### config.mk
export PLATFORM = sky130hd
export DESIGN_NAME = ssy_multi_grant
export DESIGN_NICKNAME = d
export VERILOG_FILES = /design/src/rtl/ssy_pkg.sv /design/src/rtl/ssy_rr_pick.sv /design/src/rtl/ssy_multi_grant.sv
export SDC_FILE = /design/constraint.sdc
export NUM_CORES = 1
export LEC_CHECK = 0
export CAP_MARGIN = 40
export CORE_UTILIZATION = 45
export DETAILED_ROUTE_END_ITERATION = 7
export GPL_TIMING_DRIVEN = 1
export PLACE_DENSITY_LB_ADDON = 0.3
export SYNTH_ARGS = -nofsm -noshare
export SYNTH_HDL_FRONTEND = slang
export SYNTH_SLANG_ARGS = --single-unit
### constraint.sdc
create_clock -name clk -period 3.8 [get_ports clk]
set_clock_uncertainty 0.2 [all_clocks]
set_input_delay 0.38 -clock clk [delete_from_list [all_inputs] [get_ports clk]]
set_output_delay 0.38 -clock clk [all_outputs]
set_load 0.01 [all_outputs]
### src/rtl/ssy_pkg.sv
`default_nettype none
// ============================================================================
// Module   : ssy_pkg
// Brief    : Shared types and helpers for the ssy_multi_grant arbiter.
// Revision : 1.0 - initial release
// ============================================================================
package ssy_pkg;

  // Arbiter FSM states
  typedef enum logic [1:0] {
    S_IDLE  = 2'd0,
    S_GRANT = 2'd1,
    S_GAP   = 2'd2
  } ssy_state_t;

  // Width of the hold counter; MAX_HOLD never exceeds 255 so it cannot wrap
  localparam int HOLD_W = 8;

  // Channel index width, at least one bit even for tiny arbiters
  function automatic int calc_idw(input int n);
    if (n <= 2) begin
      return 1;
    end
    return $clog2(n);
  endfunction

endpackage
`default_nettype wire

### src/rtl/ssy_rr_pick.sv
`default_nettype none
// ============================================================================
// Module   : ssy_rr_pick
// Brief    : Combinational winner picker. Round-robin search starting just
//            after last_id, or fixed lowest-index priority.
// Revision : 1.0 - initial release
// ============================================================================
module ssy_rr_pick
  import ssy_pkg::*;
#(
  parameter  int NUM_REQ = 4,
  localparam int IDW     = calc_idw(NUM_REQ)
) (
  input  logic [NUM_REQ-1:0] request,
  input  logic [IDW-1:0]     last_id,
  input  logic               rr_mode,
  output logic               valid,
  output logic [IDW-1:0]     pick_id,
  output logic [NUM_REQ-1:0] pick_onehot
);

  // Scan channels in search order and keep the first requester found
  always_comb begin
    int   idx;
    logic found;
    idx         = 0;
    found       = 1'b0;
    valid       = |request;
    pick_id     = '0;
    pick_onehot = '0;
    for (int i = 0; i < NUM_REQ; i++) begin
      if (rr_mode) begin
        // Two conditional subtractions fold any last_id encoding back into range
        idx = int'(last_id) + 1 + i;
        if (idx >= NUM_REQ) begin
          idx = idx - NUM_REQ;
        end
        if (idx >= NUM_REQ) begin
          idx = idx - NUM_REQ;
        end
      end else begin
        idx = i;
      end
      if (!found && request[idx]) begin
        found   = 1'b1;
        pick_id = IDW'(idx);
      end
    end
    if (valid) begin
      pick_onehot[pick_id] = 1'b1;
    end
  end

endmodule
`default_nettype wire

### src/rtl/ssy_multi_grant.sv
`default_nettype none
// ============================================================================
// Module   : ssy_multi_grant
// Brief    : N-channel request/grant arbiter. One grant at a time, held while
//            its request stays high up to MAX_HOLD cycles, then a one-cycle
//            gap before the next arbitration.
// Revision : 1.0 - initial release
// ============================================================================
module ssy_multi_grant
  import ssy_pkg::*;
#(
  parameter  int NUM_REQ  = 4,
  parameter  int MAX_HOLD = 8,
  parameter  int RR_MODE  = 1,
  localparam int IDW      = calc_idw(NUM_REQ)
) (
  input  logic               clk,
  input  logic               reset_n,
  input  logic [NUM_REQ-1:0] request,
  output logic               idle,
  output logic [NUM_REQ-1:0] granted,
  output logic [IDW-1:0]     grant_id,
  output logic               expired
);

  localparam logic              RR_EN      = (RR_MODE != 0);
  localparam logic [HOLD_W-1:0] HOLD_LIMIT = HOLD_W'(MAX_HOLD);
  localparam logic [IDW-1:0]    LAST_RST   = IDW'(NUM_REQ - 1);

  ssy_state_t          state_q,    state_d;
  logic [HOLD_W-1:0]   hold_cnt_q, hold_cnt_d;
  logic [IDW-1:0]      last_id_q,  last_id_d;
  logic [NUM_REQ-1:0]  granted_q,  granted_d;
  logic [IDW-1:0]      grant_id_q, grant_id_d;
  logic                expired_q,  expired_d;

  logic                pick_valid;
  logic [IDW-1:0]      pick_id;
  logic [NUM_REQ-1:0]  pick_onehot;

  ssy_rr_pick #(
    .NUM_REQ (NUM_REQ)
  ) u_pick (
    .request     (request),
    .last_id     (last_id_q),
    .rr_mode     (RR_EN),
    .valid       (pick_valid),
    .pick_id     (pick_id),
    .pick_onehot (pick_onehot)
  );

  // Next-state logic: arbitration in IDLE, hold/limit tracking in GRANT
  always_comb begin
    state_d    = state_q;
    hold_cnt_d = hold_cnt_q;
    last_id_d  = last_id_q;
    granted_d  = granted_q;
    grant_id_d = grant_id_q;
    expired_d  = 1'b0;
    case (state_q)
      S_IDLE: begin
        if (pick_valid) begin
          state_d    = S_GRANT;
          granted_d  = pick_onehot;
          grant_id_d = pick_id;
          hold_cnt_d = HOLD_W'(1);
          if (RR_EN) begin
            last_id_d = pick_id;
          end
        end
      end
      S_GRANT: begin
        // A dropped request wins over the limit, so expired stays low then
        if (!request[grant_id_q]) begin
          state_d   = S_GAP;
          granted_d = '0;
        end else if (hold_cnt_q == HOLD_LIMIT) begin
          state_d   = S_GAP;
          granted_d = '0;
          expired_d = 1'b1;
        end else begin
          hold_cnt_d = hold_cnt_q + HOLD_W'(1);
        end
      end
      S_GAP: begin
        state_d = S_IDLE;
      end
      default: begin
        state_d   = S_IDLE;
        granted_d = '0;
      end
    endcase
  end

  // State and output registers; reset drops any grant immediately
  always_ff @(posedge clk or negedge reset_n) begin
    if (!reset_n) begin
      state_q    <= S_IDLE;
      hold_cnt_q <= '0;
      last_id_q  <= LAST_RST;
      granted_q  <= '0;
      grant_id_q <= '0;
      expired_q  <= 1'b0;
    end else begin
      state_q    <= state_d;
      hold_cnt_q <= hold_cnt_d;
      last_id_q  <= last_id_d;
      granted_q  <= granted_d;
      grant_id_q <= grant_id_d;
      expired_q  <= expired_d;
    end
  end

  assign idle     = (state_q == S_IDLE);
  assign granted  = granted_q;
  assign grant_id = grant_id_q;
  assign expired  = expired_q;

endmodule
`default_nettype wire

==> out/summary.txt, run 1 <==
Outcome: complete, no violations
Pint: 0.0005144 W
# rows: 16
GR Overflow Total: 0
Relative slew slack: 56.08%
# diodes: 0
Routed Antenna Nets: 0
Fin crit period: 2.043 ns
CP peak stage delay: 0.47 ns
Hold Vio Cnt, Final: 0
Dpl hpwl: 1.491 mm
Initial Util: 48.44%
Vias per std cell: 5.576
Unrepaired setup endpoints after global routing: false
Met1 usage: 27.31%
Reg2Reg Depth: 6
Skew-Pair Late Insertion Delay: 0.30 ns
CTS Hold Buffers Added: 0
CTS resizes: 0
Lkg Pwr: 0.5205 nW
Vias in the first global route: 747
Largest net degree at the start of global routing: 14
Max Slew Vio Count: 0
GP Congestion: 0.8303
Worst Setup SP: request[1]
GR peak layer: met2
Reg clk slew, reported paths: 0.11 ns
CP Cell Sequence: clkdlybuf4s50_1 > nor4_1 > nor3_1 > buf_4 > or4_1 > nand2_1
Yosys warns: 0
CTS Buffer Depth: 2
GRT Overall Usage: 19.50%
Most common cell after layout, fill and taps aside: dfrtp_1
CP Launch Type: primary input
WP data required: 3.85 ns
DR DRC count: 0
Setup ws final: 1.757 ns
Via Count: 775
Worst reg2reg setup slack: 1.80 ns
Syn_area_per_cell: 10.32 um^2
Final setup viols: 0
Comb pwr share: 47.7%
CTS tree: built
VDD IR-drop max: 0.4510 mV
Least-Margin Pin Slew: 0.6532 ns
Sw Ratio: 39.84%
Cells after Synth: 94
Yosys reg bits: 19
Worst EP arrival: 2.09 ns
Worst setup EP type: flip-flop
Post-CTS Setup Inserts: 0
Power per cell area: 726.9 mW/mm^2
Hold Path Class: primary input to async pin
Clock Sinks: 19
Top post-synthesis cells by area: dfrtp_1 (44%), dfstp_2 (5.4%), nor2_1 (4.6%)
Root Buffer: clkbuf_4
Post-synthesis sequential area ratio: 49.29%
Fin crit share: 53.77%
R2R Path End: granted[2]
M2 GR Usage: 30.28%
Placed insts: 135
Worst setup path end: hold_cnt_q[5]
Net Count, Synth: 102
I/O Pins: 14
Max Cap Viol: 0
Die Wd: 48.42 um
Drt initial violations: 15
Place WS: 1.438 ns
Most frequent cells in the layout: dfrtp_1 (17), clkdlybuf4s50_1 (13), nor2_1 (12)
I/O Buffers: 13
Total negative slack: 0 ns
Cts bufs inserted: 3
Post-Layout Cell Count: 139
Fmax: 0.4894 GHz
Hold Slack: 0.1676 ns
Total power: 0.0008550 W
Post-synth top area cell: dfrtp_1
Chip Height: 48.42 um
Setup CP Type: primary input to flip-flop
Sequential share of power: 40.1%
Cell Area, Synth: 969.7 um^2
Slowest cell on the critical path: clkdlybuf4s50_1
Switch Pwr: 0.0003406 W
Worst r2r src: hold_cnt_q[0]
Routed wire length: 1.966 mm
Die area: 0.002345 mm^2
Core ar.: 0.002002 mm^2
Max H-tree Level: 1
Area Growth Syn to Fin: 21.29%
Library cells used by synthesis: 37
Share of post-route cells with drive strength above 1: 12.50%
Antenna violations before repair: 0
Synth top area share: 43.87%
Drt first pass iters: 6
GR Layer Usage met3: 4.403%
Clock power frac: 12.2%
Drt wl/cell: 14.14 um
Global-route wire length before repair: 3.470 mm
Final Net Count: 121
Critical path peak fanout: 13
==> cell type report <==
type                    instances  area [um^2]
clock buffers                   3        22.52
clock inverters                 1        5.005
fillers                       179        825.8
inverters                       4        15.01
multi-input cells              70        473.0
flip-flops and latches         19        478.0
well taps                      27        33.78
repair buffers                 15        148.9
==> registers in the layout, indices dropped and copies added, names as in the netlist <==
register / flops
grant_id: 2
last_id_q: 2
hold_cnt_q: 8
granted: 4
expired: 1
state_q: 2
==> cell families (layout without fill, tap and decap cells) <==
| family | count (synthesis) | after routing | synth area share [%] |
|---|---|---|---|
| adder cells (fa/ha/maj) | 2 | 2 | 2.580 |
| AND/OR/NAND/NOR | 43 | 43 | 24.26 |
| AO/OA/AOI/OAI | 17 | 17 | 12.65 |
| flip-flops | 19 | 19 | 49.29 |
| buffers and inverters | 5 | 23 | 1.935 |
| multiplexers | 5 | 5 | 6.581 |
| XOR/XNOR | 3 | 3 | 2.710 |
==> power by group through the flow <==
stage	clock network [W]	registers, W	logic, W
2_1_floorplan	0	0.000347	0.000242
3_3_place_gp	0	0.000344	0.000395
3_5_place_dp	0	0.000346	0.000405
4_1_cts	0.000106	0.000342	0.000408
5_1_grt	0.000119	0.000354	0.000452
6_report	0.000104	0.000343	0.000408
==> worst max-delay path: cells and delay by family <==
kind                   cells  cell delay (ns)
buffers and inverters      2             0.66
and+or+nand+nor            4             1.04
==> per-layer routing <==
layer,vias up,part of all wire [%]
met2,18,44
met1,374,50
met4,0,1.3
li1,378,-
met5,-,0
met3,5,4.4
==> worst min path at each step <==
| stage | start | end | slack (ns) | depth (start not counted) |
|---|---|---|---|---|
| 5_1_grt | reset_n | hold_cnt_q[3] | 0.19 | 1 |
| 4_1_cts | reset_n | hold_cnt_q[4] | 0.18 | 1 |
| 6_report | reset_n | granted[0] | 0.17 | 1 |
| 3_3_place_gp | granted[3] | granted[3] | 0.28 | 1 |
| 2_1_floorplan | reset_n | expired | -0.12 | 0 |
| 3_5_place_dp | granted[1] | granted[1] | 0.28 | 1 |
==> cells in the mapped netlist, drive strengths merged <==
library cell / number
nor4b: 1
and3b: 1
mux4: 1
o22ai: 1
a32o: 2
o21ai: 1
xor2: 3
o31ai: 2
dfrtp: 17
and3: 2
and2b: 1
o211ai: 2
nor4: 1
mux2i: 3
nand3: 4
nand2: 8
nand4: 2
mux2: 1
or4: 1
and4: 2
a21oi: 4
inv: 4
dfstp: 2
nor2b: 2
a21boi: 1
ha: 2
nor3: 1
nor3b: 1
nand2b: 2
o2bb2ai: 2
nor2: 12
or2: 2
clkbuf: 1
a2bb2oi: 1
o21a: 1
==> stage by stage <==
step                      cell area, um^2  utilization [%]
after global placement               1137            56.81
after CTS                            1176            58.75
after global routing                 1176            58.75
after detailed placement             1149            57.38
final                                1176            58.75
after floorplan                     969.7                -
No activity file was read; power rests on OpenSTA's default activity.
==> run 2: changes to the inputs <==
Clock period 3.8 ns to 1.8 ns, I/O delays scaled along.
==> run 2 against run 1 <==
Net effect:
- combinational power rose to 2.9 times the previous value
- register-to-register slack worse by 1.8 ns
- sequential share of layout area fell by 6.4 points
- critical path type is now flip-flop to flip-flop
- sequential cell count did not move
- global-route usage increased by 3.3 points
- sequential power grew 110%
- hold slack better by 0.14 ns
- first-iteration DRC count increased by 13%
- via count rose by 13%
- clock power increased by 110%
==> out/summary.txt, run 2 (synthesis gave the netlist of run 1 again) <==
Initial Util: 48.44% (unchanged)
CP Launch Type: flip-flop
VDD IR-drop max: 0.9024 mV (+100%)
Top reg by flops: hold_cnt_q
Reg clk slew, reported paths: 0.11 ns (about the same)
Clock Sinks: 19 (unchanged)
Total power: 0.002127 W (+150%)
GRT Overall Usage: 22.78% (+3.3 points)
Critical path peak fanout: 6 (-7)
Dpl hpwl: 1.753 mm (+18%)
Chip Height: 48.42 um (unchanged)
CP Cell Sequence: mux4_2 > nand2_4 > or4_1 > nand2_1
Largest net degree at the start of global routing: 13 (-1)
Slowest cell on the critical path: or4_1
Skew-Pair Late Insertion Delay: 0.30 ns (about the same)
Die Wd: 48.42 um (unchanged)
Relative slew slack: 72.21% (+16 points)
# diodes: 0 (unchanged)
DR DRC count: 0 (unchanged)
Hold Path Class: flip-flop to flip-flop
Antenna violations before repair: 0 (unchanged)
CP peak stage delay: 0.50 ns (+0.03 ns)
I/O Buffers: 13 (unchanged)
Drt wl/cell: 14.29 um (+1.1%)
WP data required: 1.85 ns (-2.00 ns)
Max Cap Viol: 0 (unchanged)
Area Growth Syn to Fin: 44.13%
Setup CP Type: flip-flop to flip-flop
Least-Margin Pin Slew: 0.4155 ns (-0.2377 ns)
Die area: 0.002345 mm^2 (unchanged)
Hold Vio Cnt, Final: 0 (unchanged)
Post-Place Cell Area: 0.001303 mm^2 (+13%)
Global-route wire length before repair: 4.029 mm (+16%)
Fin crit share: 97.25%
Vias in the first global route: 900 (+20%)
Worst setup EP type: flip-flop
Routed Antenna Nets: 0 (unchanged)
Max reg flops: 8 (unchanged)
Power per cell area: 1522 mW/mm^2 (+110%)
I/O Pins: 14 (unchanged)
Drt first pass iters: 4 (-2)
Hold Slack: 0.3112 ns (+0.1436 ns)
Drt initial violations: 17 (+2)
CTS tree: built
Unrepaired setup endpoints after global routing: true
Most frequent cells in the layout: buf_4 (24), dfrtp_1 (17), clkdlybuf4s50_1 (12)
Share of post-route cells with drive strength above 1: 32.35% (+20 points)
Final Net Count: 145 (+20%)
# rows: 16 (unchanged)
Core ar.: 0.002002 mm^2 (unchanged)
Design Area, Final: 0.001398 mm^2 (+19%)
GP Congestion: 0.8432 (+1.6%)
Fin crit period: 1.750 ns
Max Slew Vio Count: 0 (unchanged)
Place WS: -0.2341 ns (-1.672 ns)
Worst EP arrival: 1.80 ns (-0.29 ns)
Routed wire length: 2.330 mm (+19%)
Via Count: 877 (+13%)
Outcome: complete, no violations
Fill count: 165 (-7.8%)
CTS Buffer Depth: 2 (unchanged)
Lkg Pwr: 0.6456 nW (+24%)
GR Overflow Total: 0 (unchanged)
Root Buffer: clkbuf_4
Setup ws final: 0.04950 ns (-1.707 ns)
Cts bufs inserted: 3 (unchanged)
Vias per std cell: 5.380 (-3.5%)
Final setup viols: 0 (unchanged)
Most common cell after layout, fill and taps aside: buf_4
Fmax: 0.5713 GHz
Max H-tree Level: 1 (unchanged)
Final core occ: 69.81% (+11 points)
-- run 2: final cells by class --
class	count	area [um^2]	area share (%)
inverter	4	15.01	1.074
clock buffer	3	22.52	1.611
multi-input combinational	70	513.0	36.71
tap	27	33.78	2.417
clock inverter	1	5.005	0.3581
sequential	19	478.0	34.20
timing repair buffer	39	330.3	23.63
-- run 2: metrics by stage --
stage,std cells,setup TNS (ns)
3_3_place_gp,156,-1.723
2_1_floorplan,94,0
3_5_place_dp,156,-2.603
5_1_grt,163,-0.05010
6_report,163,0
4_1_cts,161,0
-- run 2: repair_timing --
| action | 4_1_cts | 5_1_grt |
|---|---|---|
| pin swaps | 0 | 3 |
| resized for setup | 5 | 5 |
| setup buffers | 0 | 2 |
| hold endpoints to repair | 6 | 0 |
| hold buffers | 1 | 0 |
| endpoints found under the setup margin | 7 | 12 |
-- run 2: critical path: cells and delay by family, from the launching register on --
kind	cells	cell delay, ns
and+or+nand+nor	3	0.67
DFF	1	0.42
muxes	1	0.41
-- run 2: metal layers --
layer,global-route usage [%],part of all wire [%]
met5,0,0
met4,8.333,0.77
met3,3.774,4.2
met2,36.62,49
met1,31.13,46
-- run 2: where the power goes --
part / internal, W / switching [W] / total (W)
registers: 0.000589 / 0.000123 / 0.000712
logic: 0.000651 / 0.000544 / 0.00120
clock network: 0.0000830 / 0.000137 / 0.000220
-- run 2: worst paths after layout --
| check | slack, ns | cells after the start | endpoint | start |
|---|---|---|---|---|
| max | 0.05 | 4 | hold_cnt_q[5] | grant_id[1] |
| min | 0.31 | 1 | granted[1] | granted[1] |
| max reg2reg | 0.05 | 4 | hold_cnt_q[5] | grant_id[1] |
| min reg2reg | 0.31 | 1 | granted[1] | granted[1] |
| max in group asynchronous | 0.39 | 3 | hold_cnt_q[0] | reset_n |
| min in group asynchronous | 0.51 | 2 | expired | reset_n |
==> run 3: changes to the inputs <==
Settings changed: HOLD_SLACK_MARGIN set to 0.02, REMOVE_ABC_BUFFERS set to 1.
==> run 3 against run 2 <==
Net effect:
- maximum frequency is 0.60% lower
- first-iteration DRC count increased by 35%
- non-clock buffer count shrank 1
- largest cell class unchanged
- register-to-register slack barely moved
- clock-buffer cell count rose by 1
- via count up 3.2%
- setup slack lost 0.011 ns
- power up 0.44%
- highest routed layer unchanged
- sequential power rose by 1%
- critical path depth increased by 1
- critical path type unchanged
- utilization down 0.38 points
- critical endpoint is now hold_cnt_q[7]
==> out/summary.txt, run 3 (synthesis gave the netlist of run 1 again) <==
Chip Height: 48.42 um (unchanged)
CTS tree: built
Routed Antenna Nets: 0 (unchanged)
Hold Vio Cnt, Final: 0 (unchanged)
Clock Sinks: 19 (unchanged)
Place WS: -0.2871 ns (-0.05295 ns)
Met2 Wirelength: 1.107 mm (-3.0%)
Met3 wire len: 93 um (-5.1%)
Cts bufs inserted: 3 (unchanged)
Post-Place Cell Area: 0.001295 mm^2 (-0.58%)
Routed wire length: 2.268 mm (-2.7%)
Root Buffer: clkbuf_4
Worst EP arrival: 1.77 ns (-0.03 ns)
Least-Margin Pin Slew: 0.3583 ns (-0.05720 ns)
Antenna violations before repair: 0 (unchanged)
Skew-Pair Late Insertion Delay: 0.31 ns (about the same)
Fin crit period: 1.761 ns (+0.01061 ns)
CP Launch Type: flip-flop
Most frequent cells in the layout: buf_4 (24), dfrtp_1 (17), clkdlybuf4s50_1 (12)
Share of post-route cells with drive strength above 1: 31.11% (-1.2 points)
Drt wl/cell: 14.00 um (-2.1%)
WP data required: 1.81 ns (-0.04 ns)
Design Area, Final: 0.001390 mm^2 (-0.54%)
Max Cap Viol: 0 (unchanged)
Setup CP Type: flip-flop to flip-flop
Met1 wire length: 1.033 mm (-3.6%)
Total power: 0.002136 W (+0.44%)
Hold Slack: 0.3091 ns (-0.002072 ns)
Hold Path Class: flip-flop to flip-flop
I/O Buffers: 13 (unchanged)
Final setup viols: 0 (unchanged)
GRT Overall Usage: 20.30% (-2.5 points)
Max Slew Vio Count: 0 (unchanged)
Relative slew slack: 75.89% (+3.7 points)
Area Growth Syn to Fin: 43.35%
Via Count: 905 (+3.2%)
Die area: 0.002345 mm^2 (unchanged)
Top reg by flops: hold_cnt_q
Die Wd: 48.42 um (unchanged)
Lkg Pwr: 0.6369 nW (-1.3%)
Worst setup EP type: flip-flop
Vias in the first global route: 835 (-7.2%)
Drt initial violations: 23 (+6)
GR Overflow Total: 0 (unchanged)
Final core occ: 69.44% (-0.38 points)
VDD IR-drop max: 1.003 mV (+11%)
Initial Util: 48.44% (unchanged)
Vias per std cell: 5.586 (+3.8%)
Drt first pass iters: 4 (unchanged)
Max reg flops: 8 (unchanged)
Fin crit share: 97.84% (+0.59 points)
Max H-tree Level: 1 (unchanged)
DR DRC count: 0 (unchanged)
Critical path peak fanout: 4 (-2)
Outcome: complete, no violations
Dpl hpwl: 1.645 mm (-6.2%)
CTS Buffer Depth: 2 (unchanged)
I/O Pins: 14 (unchanged)
GP Congestion: 0.9175 (+8.8%)
Final Net Count: 144 (-0.69%)
Core ar.: 0.002002 mm^2 (unchanged)
Fill count: 160 (-3.0%)
Largest net degree at the start of global routing: 20 (+7)
# rows: 16 (unchanged)
Top layer reached by signal wires: met4
Reg clk slew, reported paths: 0.11 ns (about the same)
# diodes: 0 (unchanged)
Global-route wire length before repair: 3.629 mm (-9.9%)
Setup ws final: 0.03889 ns (-0.01061 ns)
Fmax: 0.5678 GHz (-0.60%)
Most common cell after layout, fill and taps aside: buf_4
Power per cell area: 1537 mW/mm^2 (+0.98%)
[run 3: cell count changes in the layout (fill, tap and decap cells not counted), sizes merged]
| cell | change |
|---|---|
| buf | -1 |
| clkbuf | +1 |
| clkinv | -1 |
[run 3: critical path, stage by stage (launching register included)]
cell and delay (ns):
dfrtp_1 0.39, mux4_2 0.56, buf_4 0.18, nand4_1 0.11, xor2_1 0.17, nor2_1 0.05
[run 3: stage by stage]
stage                     setup TNS [ns]  instances
after floorplan                        0         93
after global placement            -2.788        155
after detailed placement          -2.825        155
after CTS                              0        161
after global routing            -0.08557        162
final                                  0        162
[run 3: cell type report]
type | count | area [um^2] | share of cell area [%]
flip-flops and latches | 19 | 478.0 | 34.38
inverters | 4 | 15.01 | 1.080
clock buffers | 4 | 26.28 | 1.890
well taps | 27 | 33.78 | 2.430
repair buffers | 38 | 319.1 | 22.95
multi-input cells | 70 | 518.0 | 37.26
[run 3: repair_timing]
| item | CTS | global route |
|---|---|---|
| buffers inserted | 1 | 1 |
| setup endpoints to repair | 8 | 7 |
| pin swaps | 2 | 2 |
| endpoints found under the hold margin | 17 | 0 |
| gates resized for setup | 6 | 4 |
| hold buffers | 1 | 0 |
[run 3: report_power, final]
| group | switching [W] | leakage [nW] | total, W | internal, W |
|---|---|---|---|---|
| clock network | 0.000138 | 0.0150 | 0.000225 | 0.0000866 |
| registers | 0.000132 | 0.244 | 0.000721 | 0.000590 |
| logic | 0.000537 | 0.378 | 0.00119 | 0.000653 |
[run 3: worst paths after layout]
kind / from / end / slack [ns] / cells past startpoint
worst max register to register: grant_id[1] / hold_cnt_q[7] / 0.04 / 5
min in group asynchronous: reset_n / state_q[1] / 0.53 / 3
max in group asynchronous: reset_n / last_id_q[1] / 0.61 / 3
worst min-delay path: granted[0] / granted[0] / 0.31 / 1
worst min register to register: granted[0] / granted[0] / 0.31 / 1
worst max-delay path: grant_id[1] / hold_cnt_q[7] / 0.04 / 5
[run 3: metal layers]
metal / global-route usage (%) / up-vias
met5: 0 / -
met4: 8.824 / 0
met3: 3.145 / 5
met2: 31.92 / 25
met1: 27.95 / 447
li1: - / 428
